--- src/rtl/fifo_stream_reader.sv ---
// fifo_stream_reader: drains a FIFO read port (FWFT or 1-cycle-latency)
// into a valid/ready stream with m_tlast every pkt_len words.
// A 2-entry in-order output buffer sustains one beat per clock.
// Optional feature macro: FIFO_READER_STATS_EN adds stat_pkts/stat_stall.
module fifo_stream_reader #(
  parameter int DW    = 8,
  parameter int FWFT  = 1,
  parameter int LEN_W = 8
) (
  input  logic             clk,
  input  logic             rst_n,
  input  logic [DW-1:0]    fifo_dout,
  input  logic             fifo_empty,
  output logic             fifo_re,
  input  logic             enable,
  input  logic [LEN_W-1:0] pkt_len,
  output logic [DW-1:0]    m_tdata,
  output logic             m_tvalid,
  input  logic             m_tready,
  output logic             m_tlast,
  output logic             busy
`ifdef FIFO_READER_STATS_EN
  ,
  output logic [15:0]      stat_pkts,
  output logic [15:0]      stat_stall
`endif
);

  localparam logic [LEN_W-1:0] LEN_ONE = LEN_W'(1);

  typedef enum logic {IDLE, RUN} state_t;
  state_t state, state_next;

  logic [1:0][DW-1:0] buf_data;
  logic [1:0]         buf_last;
  logic [1:0]         occ, occ_next;
  logic               infl, infl_last;
  logic [LEN_W-1:0]   wc, len_q, len_eff;
  logic               rd_last, beat;
  logic               wr_en, wr_last, wr_slot;
  logic [DW-1:0]      wr_data;

  // Stream side and framing decode
  always_comb begin
    m_tvalid = (occ != 2'd0);
    m_tdata  = buf_data[0];
    m_tlast  = m_tvalid && buf_last[0];
    beat     = m_tvalid && m_tready;
    // First read of a packet uses the live pkt_len; later reads use the latched copy.
    // A length of 0 wraps to all-ones here, giving 2**LEN_W words.
    len_eff  = (wc == '0) ? pkt_len : len_q;
    rd_last  = (wc == (len_eff - LEN_ONE));
  end

  // Buffer write source: same-cycle data for FWFT, returned data otherwise
  always_comb begin
    if (FWFT != 0) begin
      wr_en   = fifo_re;
      wr_last = rd_last;
    end else begin
      wr_en   = infl;
      wr_last = infl_last;
    end
    wr_data = fifo_dout;
    // Slot after the (possible) shift: occ - beat
    wr_slot = (occ == 2'd2) || ((occ == 2'd1) && !beat);
    case ({wr_en, beat})
      2'b10:   occ_next = occ + 2'd1;
      2'b01:   occ_next = occ - 2'd1;
      default: occ_next = occ;
    endcase
  end

  // Output buffer: head at index 0, shifts forward on each beat
  always_ff @(posedge clk or negedge rst_n) begin
    if (!rst_n) begin
      buf_data <= '0;
      buf_last <= '0;
      occ      <= '0;
    end else begin
      if (beat) begin
        buf_data[0] <= buf_data[1];
        buf_last[0] <= buf_last[1];
      end
      if (wr_en) begin
        buf_data[wr_slot] <= wr_data;
        buf_last[wr_slot] <= wr_last;
      end
      occ <= occ_next;
    end
  end

  // Pending non-FWFT read and word counter / length latch
  always_ff @(posedge clk or negedge rst_n) begin
    if (!rst_n) begin
      infl      <= 1'b0;
      infl_last <= 1'b0;
      wc        <= '0;
      len_q     <= '0;
    end else begin
      infl <= (FWFT == 0) && fifo_re;
      if (fifo_re) begin
        infl_last <= rd_last;
        if (wc == '0) len_q <= pkt_len;
        wc <= rd_last ? '0 : wc + LEN_ONE;
      end
    end
  end

  // FSM state register
  always_ff @(posedge clk or negedge rst_n) begin
    if (!rst_n) state <= IDLE;
    else        state <= state_next;
  end

  // FSM next state: stop only once the last read of a packet is issued
  always_comb begin
    state_next = state;
    case (state)
      IDLE:    if (enable) state_next = RUN;
      RUN:     if (fifo_re && rd_last && !enable) state_next = IDLE;
      default: state_next = IDLE;
    endcase
  end

  // FSM outputs: read issue keeps occupancy plus in-flight at most 2
  always_comb begin
    fifo_re = (state == RUN) && !fifo_empty &&
              (({1'b0, occ} + {2'b00, infl}) < (3'd2 + {2'b00, beat}));
    busy    = (state == RUN) || (occ != 2'd0) || infl;
  end

`ifdef FIFO_READER_STATS_EN
  // Saturating packet and stall counters, cleared while idle and disabled
  always_ff @(posedge clk or negedge rst_n) begin
    if (!rst_n) begin
      stat_pkts  <= '0;
      stat_stall <= '0;
    end else if (!enable && (state == IDLE)) begin
      stat_pkts  <= '0;
      stat_stall <= '0;
    end else begin
      if (beat && m_tlast && (stat_pkts != '1)) stat_pkts <= stat_pkts + 16'd1;
      if (m_tvalid && !m_tready && (stat_stall != '1)) stat_stall <= stat_stall + 16'd1;
    end
  end
`endif

endmodule

--- config.mk ---
export PLATFORM = sky130hd
export DESIGN_NAME = fifo_stream_reader
export DESIGN_NICKNAME = d
export VERILOG_FILES = /design/src/rtl/fifo_stream_reader.sv
export SDC_FILE = /design/constraint.sdc
export NUM_CORES = 1
export LEC_CHECK = 0
export BUFFER_PORTS_ARGS = -buffer_cell sky130_fd_sc_hd__buf_2
export CAP_MARGIN = 25
export CORE_AREA = 10 10 86 88
export CTS_CLUSTER_SIZE = 28
export DETAILED_ROUTE_END_ITERATION = 12
export DIE_AREA = 0 0 96 98
export PLACE_DENSITY = 0.62
export SETUP_SLACK_MARGIN = 0.05
export SLEW_MARGIN = 20
export SYNTH_ARGS = -nofsm -noshare
export SYNTH_HDL_FRONTEND = slang
export SYNTH_SLANG_ARGS = --single-unit
--- constraint.sdc ---
create_clock -name clk -period 5.65 [get_ports clk]
set_input_delay 0.2825 -clock clk [delete_from_list [all_inputs] [get_ports clk]]
set_output_delay 0.2825 -clock clk [all_outputs]
set_load 0.03 [all_outputs]
Word-level counts from Yosys, hierarchy flattened
Index checks and enable logic that the tools add are counted.

Bits in registers: 37. Bits in latches: 0. Bits in writable memories: 0. ROM bits: 0. Input port bits: 21. Output and inout port bits: 12. Word-level logic and storage cells: 54. Memories kept: 0.

Add/subtract/negate cells: 5. Multipliers: 0. Divide/modulo/power cells: 0. Magnitude comparators: 3. Equal/unequal tests: 5. Shift operators: 0. Multiplexer cells: 16. Bitwise gates (word level): 1. Reductions and logical operators: 16.

Operators with widths (number): $mux W8 (5); $bwmux W16 (1); $add A8 B1 Y8 const B (1); $demux W8 S1 (1); $eq A8 B8 Y1 (1); $logic_and A1 B1 Y1 (8); $logic_not A8 Y1 (1); $sub A8 B1 Y8 const B (1); $mux W1 (5); $eq A2 B1 Y1 const B (2); $eq A2 B2 Y1 const B (2); $pmux W2 S2 (1); $reduce_bool A2 Y1 (2); $add A2 B1 Y3 const A (1); $logic_not A1 Y1 (3); $lt A2 B3 Y1 (1); $add A2 B1 Y2 const B (1); $bwmux W2 (1); $logic_or A1 B1 Y1 (2); $lt A1 B2 Y1 const B (1); $pmux W1 S2 (1); $sub A2 B1 Y2 const B (1); $demux W1 S1 (1); $ge A1 B1 Y1 const B (1); $not A1 Y1 (1).

Logic depth before layout (Yosys ltp)
Depth after elaboration: 11. Depth in mapped cells: 13. Gate-level depth less buffers: 13.

Worst setup path before layout
Ideal clock, no wire load.

Path kind: reg2reg. Start: reg wc[0]. End: reg wc[0]. Setup time: 0.143 ns. Arrival: 2.923 ns. Required time: 5.507 ns. Setup slack: 2.584 ns. Stages on the path, launching flop included: 13. Buffers on the path: 0. Period minus slack after synthesis: 3.066 ns. Path through: dfrtp_1 inv_1 ha_1 or4b_4 nor2_4 mux2i_1 ha_1 nor3b_1 mux2_1 nor3_1 mux2i_1 o311ai_0 o21ai_1.

Longest elaborated chain between the ends: 5. Elaborated cells between the ends (all ways): 6. Those cells by class: add/sub: 2; eq/ne: 1; mux: 2; reduce/logical: 1.

RTL lines: start: declaration (line 38) `logic [LEN_W-1:0] wc, len_q, len_eff;`; start signal: assignment (line 105) `wc <= rd_last ? '0 : wc + LEN_ONE;`; $logic_not A8 Y1 (line 51) `len_eff = (wc == '0) ? pkt_len : len_q;`; $mux W8; $sub A8 B1 Y8 (line 52) `rd_last = (wc == (len_eff - LEN_ONE));`; $eq A8 B8 Y1 (line 52); $mux W8 * (line 105).

Every way passes the cells marked *; elsewhere a longest branch is shown, timed or not. A chain may end at the register's enable or synchronous reset.

Worst setup path in the final report
Ends and elaborated chain as after synthesis.

==> qor.txt <==
Synth warn -> 0
Register area share after synthesis -> 41.48%
CP top delay family -> simple AND/OR/NAND/NOR gates
Initial antenna violation count -> 0
Slowest-stage cell, CP -> or4b_4
Syn avg cell area -> 9.663 um2
Std cell rows -> 28
Port Buf Inserts -> 32
Number of library cell types mapped by synthesis -> 45
Boundary Pins -> 33
CP required -> 5810 ps
DIE AREA -> 0.009408 mm2
Total wire length -> 4.838 mm
NumNets Final -> 282
Clock skew -> 4.878 ps
Core ar. -> 0.005746 mm2
CP bufs+invs -> 1
RSZ-0062 raised after global routing -> false
Final Slew Violations -> 0
Dominant cells by area after synthesis -> dfrtp_1 (41%), mux2_2 (7.1%), mux2i_1 (5.4%), o21ai_0 (4.7%), ha_1 (3.9%)
CP cell instances -> inv_1 > ha_1 > or4b_4 > nor2_4 > mux2i_1 > ha_1 > nor3b_1 > mux2_1 > nor3_1 > mux2i_1 > o311ai_0 > o21ai_1
Multi-input logic area -> 0.001177 mm2
Peak supply drop -> 154.7 uV
Setup violators final -> 0
Vias in the first global route -> 1699
DRC violations left -> 0
Worst EP arrival -> 3650 ps
Cells after synthesis -> 231
Setup crit end kind -> flip-flop
Yosys top cell area share -> 41.48%
CTS root buffer -> clkbuf_8
Post-synth EDFFs -> 0
Synthesized area -> 0.002232 mm2
Filler Cell Count -> 577
Gr usage total -> 10.97%
Worst Hold Class -> in2async
Relative slew slack -> 43.07%
Initial drt markers -> 75
FF+latch area -> 925.9 um2
Least-Margin Pin Slew -> 853.9 ps
GP Congestion -> 0.8378
Top_reg_cell synth -> dfrtp_1
Post-CTS Setup Inserts -> 0
CTS buffer count -> 5
Fraction of registers with async set/reset -> 100.0%
Worst setup SP type -> flip-flop
Mean routed wirelength per cell -> 14.66 um
CP max stage delay -> 500 ps
GRT overflow -> 0
Final min period -> 3495 ps
Leak -> 0.001104 uW
# clock sinks -> 37
Clk_lat worst skew -> 290 ps
Post-Syn Nets -> 259
Clock slew at reported path FFs -> 70 ps
Layout cells sized above 1 -> 23.92%
Die width -> 96 um
Cell area power density -> 425.2 mW/mm2
Status -> finished clean
Worst Path Class, Setup -> reg2reg
Die height -> 98 um
CP Max Fanout -> 8
MaxCap Viol Count -> 0
TritonCTS clock tree -> built
Hold WS -> 97.33 ps
Pin count of the biggest net entering global routing -> 38
First-pass GRT wire length -> 8.383 mm
Maximum clock path buffer count -> 2
Synth-to-Final Area Change -> 12.67%
Pre-Repair DR Iteration Count -> 4
Final Hold Vio Count -> 0
Vias per cell -> 5.267
# H-tree levels -> 2
Final ANT Viol Nets -> 0
CTS resizes -> 0
Final period utilization -> 61.86%
Yosys top cell by area -> dfrtp_1
Seq cells post-synth -> 37
Setup TNS -> 0 ps
Ant. Diodes -> 0
Hold-fix buffers, CTS -> 0
Starting Density -> 38.85%
Hpwl dp -> 3.631 mm
Max Clk Rate -> 286.1 MHz
DR vias -> 1738
==> flip-flops by register name (all words and copies together), names as in the netlist <==
register and count:
wc 8, occ 2, buf_last 2, buf_data 8, state 1, len_q 8
m_tdata 8
==> per-stage QoR <==
stage	instances	total power [uW]	setup slack [ps]	instance area [um2]	util (%)
after floorplan	231	764.5	2584	2232	-
after global placement	322	825.4	2273	2395	41.68
after detailed placement	322	838.8	2220	2395	41.68
after CTS	330	1084	2186	2515	43.77
after global routing	330	1156	1846	2515	43.77
final	330	1069	2155	2515	43.77
==> path summary, 6_finish.rpt <==
| path | startpoint | to | slack (ps) | depth (start not counted) |
|---|---|---|---|---|
| max reg2reg | wc[0] | wc[0] | 2150 | 12 |
| min | rst_n | len_q[7] | 100 | 1 |
| min in group clk | fifo_dout[5] | m_tdata[5] | 200 | 3 |
| max in group asynchronous | rst_n | len_q[1] | 5010 | 1 |
| min reg2reg | buf_data[15] | buf_data[15] | 510 | 1 |
| max | wc[0] | wc[0] | 2150 | 12 |
==> synthesized netlist by cell type (2+ instances only) <==
cell type,n
o311ai_0,3
xnor2_1,5
mux2_2,14
ha_1,7
dfrtp_1,37
or3_1,4
o21ai_0,21
nor2_1,16
nand3_1,11
xor2_1,3
clkbuf_1,7
a211oi_1,4
o21a_1,2
and2_1,2
buf_4,8
a21oi_1,5
mux2i_1,12
nor3_1,9
nand2_1,18
nor4b_1,2
and3_1,5
o31ai_1,2
nand2b_1,4
inv_1,9
==> worst reg2reg max path, stage by stage, from the launching register on <==
cell      delay (ps)
dfrtp_1          430
inv_1            110
ha_1             160
or4b_4           500
nor2_4           250
mux2i_1          340
ha_1             290
nor3b_1           70
mux2_1           300
nor3_1           230
mux2i_1          170
o311ai_0         390
o21ai_1          130
==> layout make-up <==
class	instances	area share (%)
Clock inverter	2	1.493
Sequential cell	37	36.82
Inverter	10	1.493
Multi-Input combinational cell	168	46.82
Timing Repair Buffer	32	6.368
Tap cell	75	3.731
Clock buffer	6	3.284
==> kinds of logic after synthesis <==
logic type / after synthesis / synth area share [%]
muxes: 27 / 12.95
DFF: 37 / 41.48
buffers and inverters: 26 / 5.773
and+or+nand+nor: 81 / 19.95
adders and majority gates: 7 / 3.924
AOI/OAI and AO/OA: 45 / 12.78
xor gates and xnor gates: 8 / 3.139
==> per-layer routing <==
| layer | track usage [%] | part of all wire, % |
|---|---|---|
| met1 | 14.76 | 46 |
| met3 | 3.139 | 6.6 |
| met5 | 0 | 0 |
| met2 | 15.85 | 45 |
| met4 | 4.654 | 1.8 |
==> layout by cell type, fill, tap and decap left out, types with 2 or more instances in the layout <==
master and n:
xor2_1 3, and3_1 5, a211oi_1 4, nor4b_1 2, nand2_1 18, o21ai_0 21
a21oi_1 5, and2_1 2, clkbuf_8 6, ha_1 7, mux2i_1 12, inv_1 9
o21a_1 2, nand2b_1 4, dfrtp_1 37, o311ai_0 3, buf_2 32, nor3_1 9
o31ai_1 2, nand3_1 11, mux2_2 14, or3_1 4, xnor2_1 5, nor2_1 16
==> power breakdown <==
part,internal (uW),total [uW],switching [uW]
combinational,162,419,257
clock,144,243,99.8
sequential,347,407,59.8
total,652,1070,417
(Power assumes the default switching activity.)
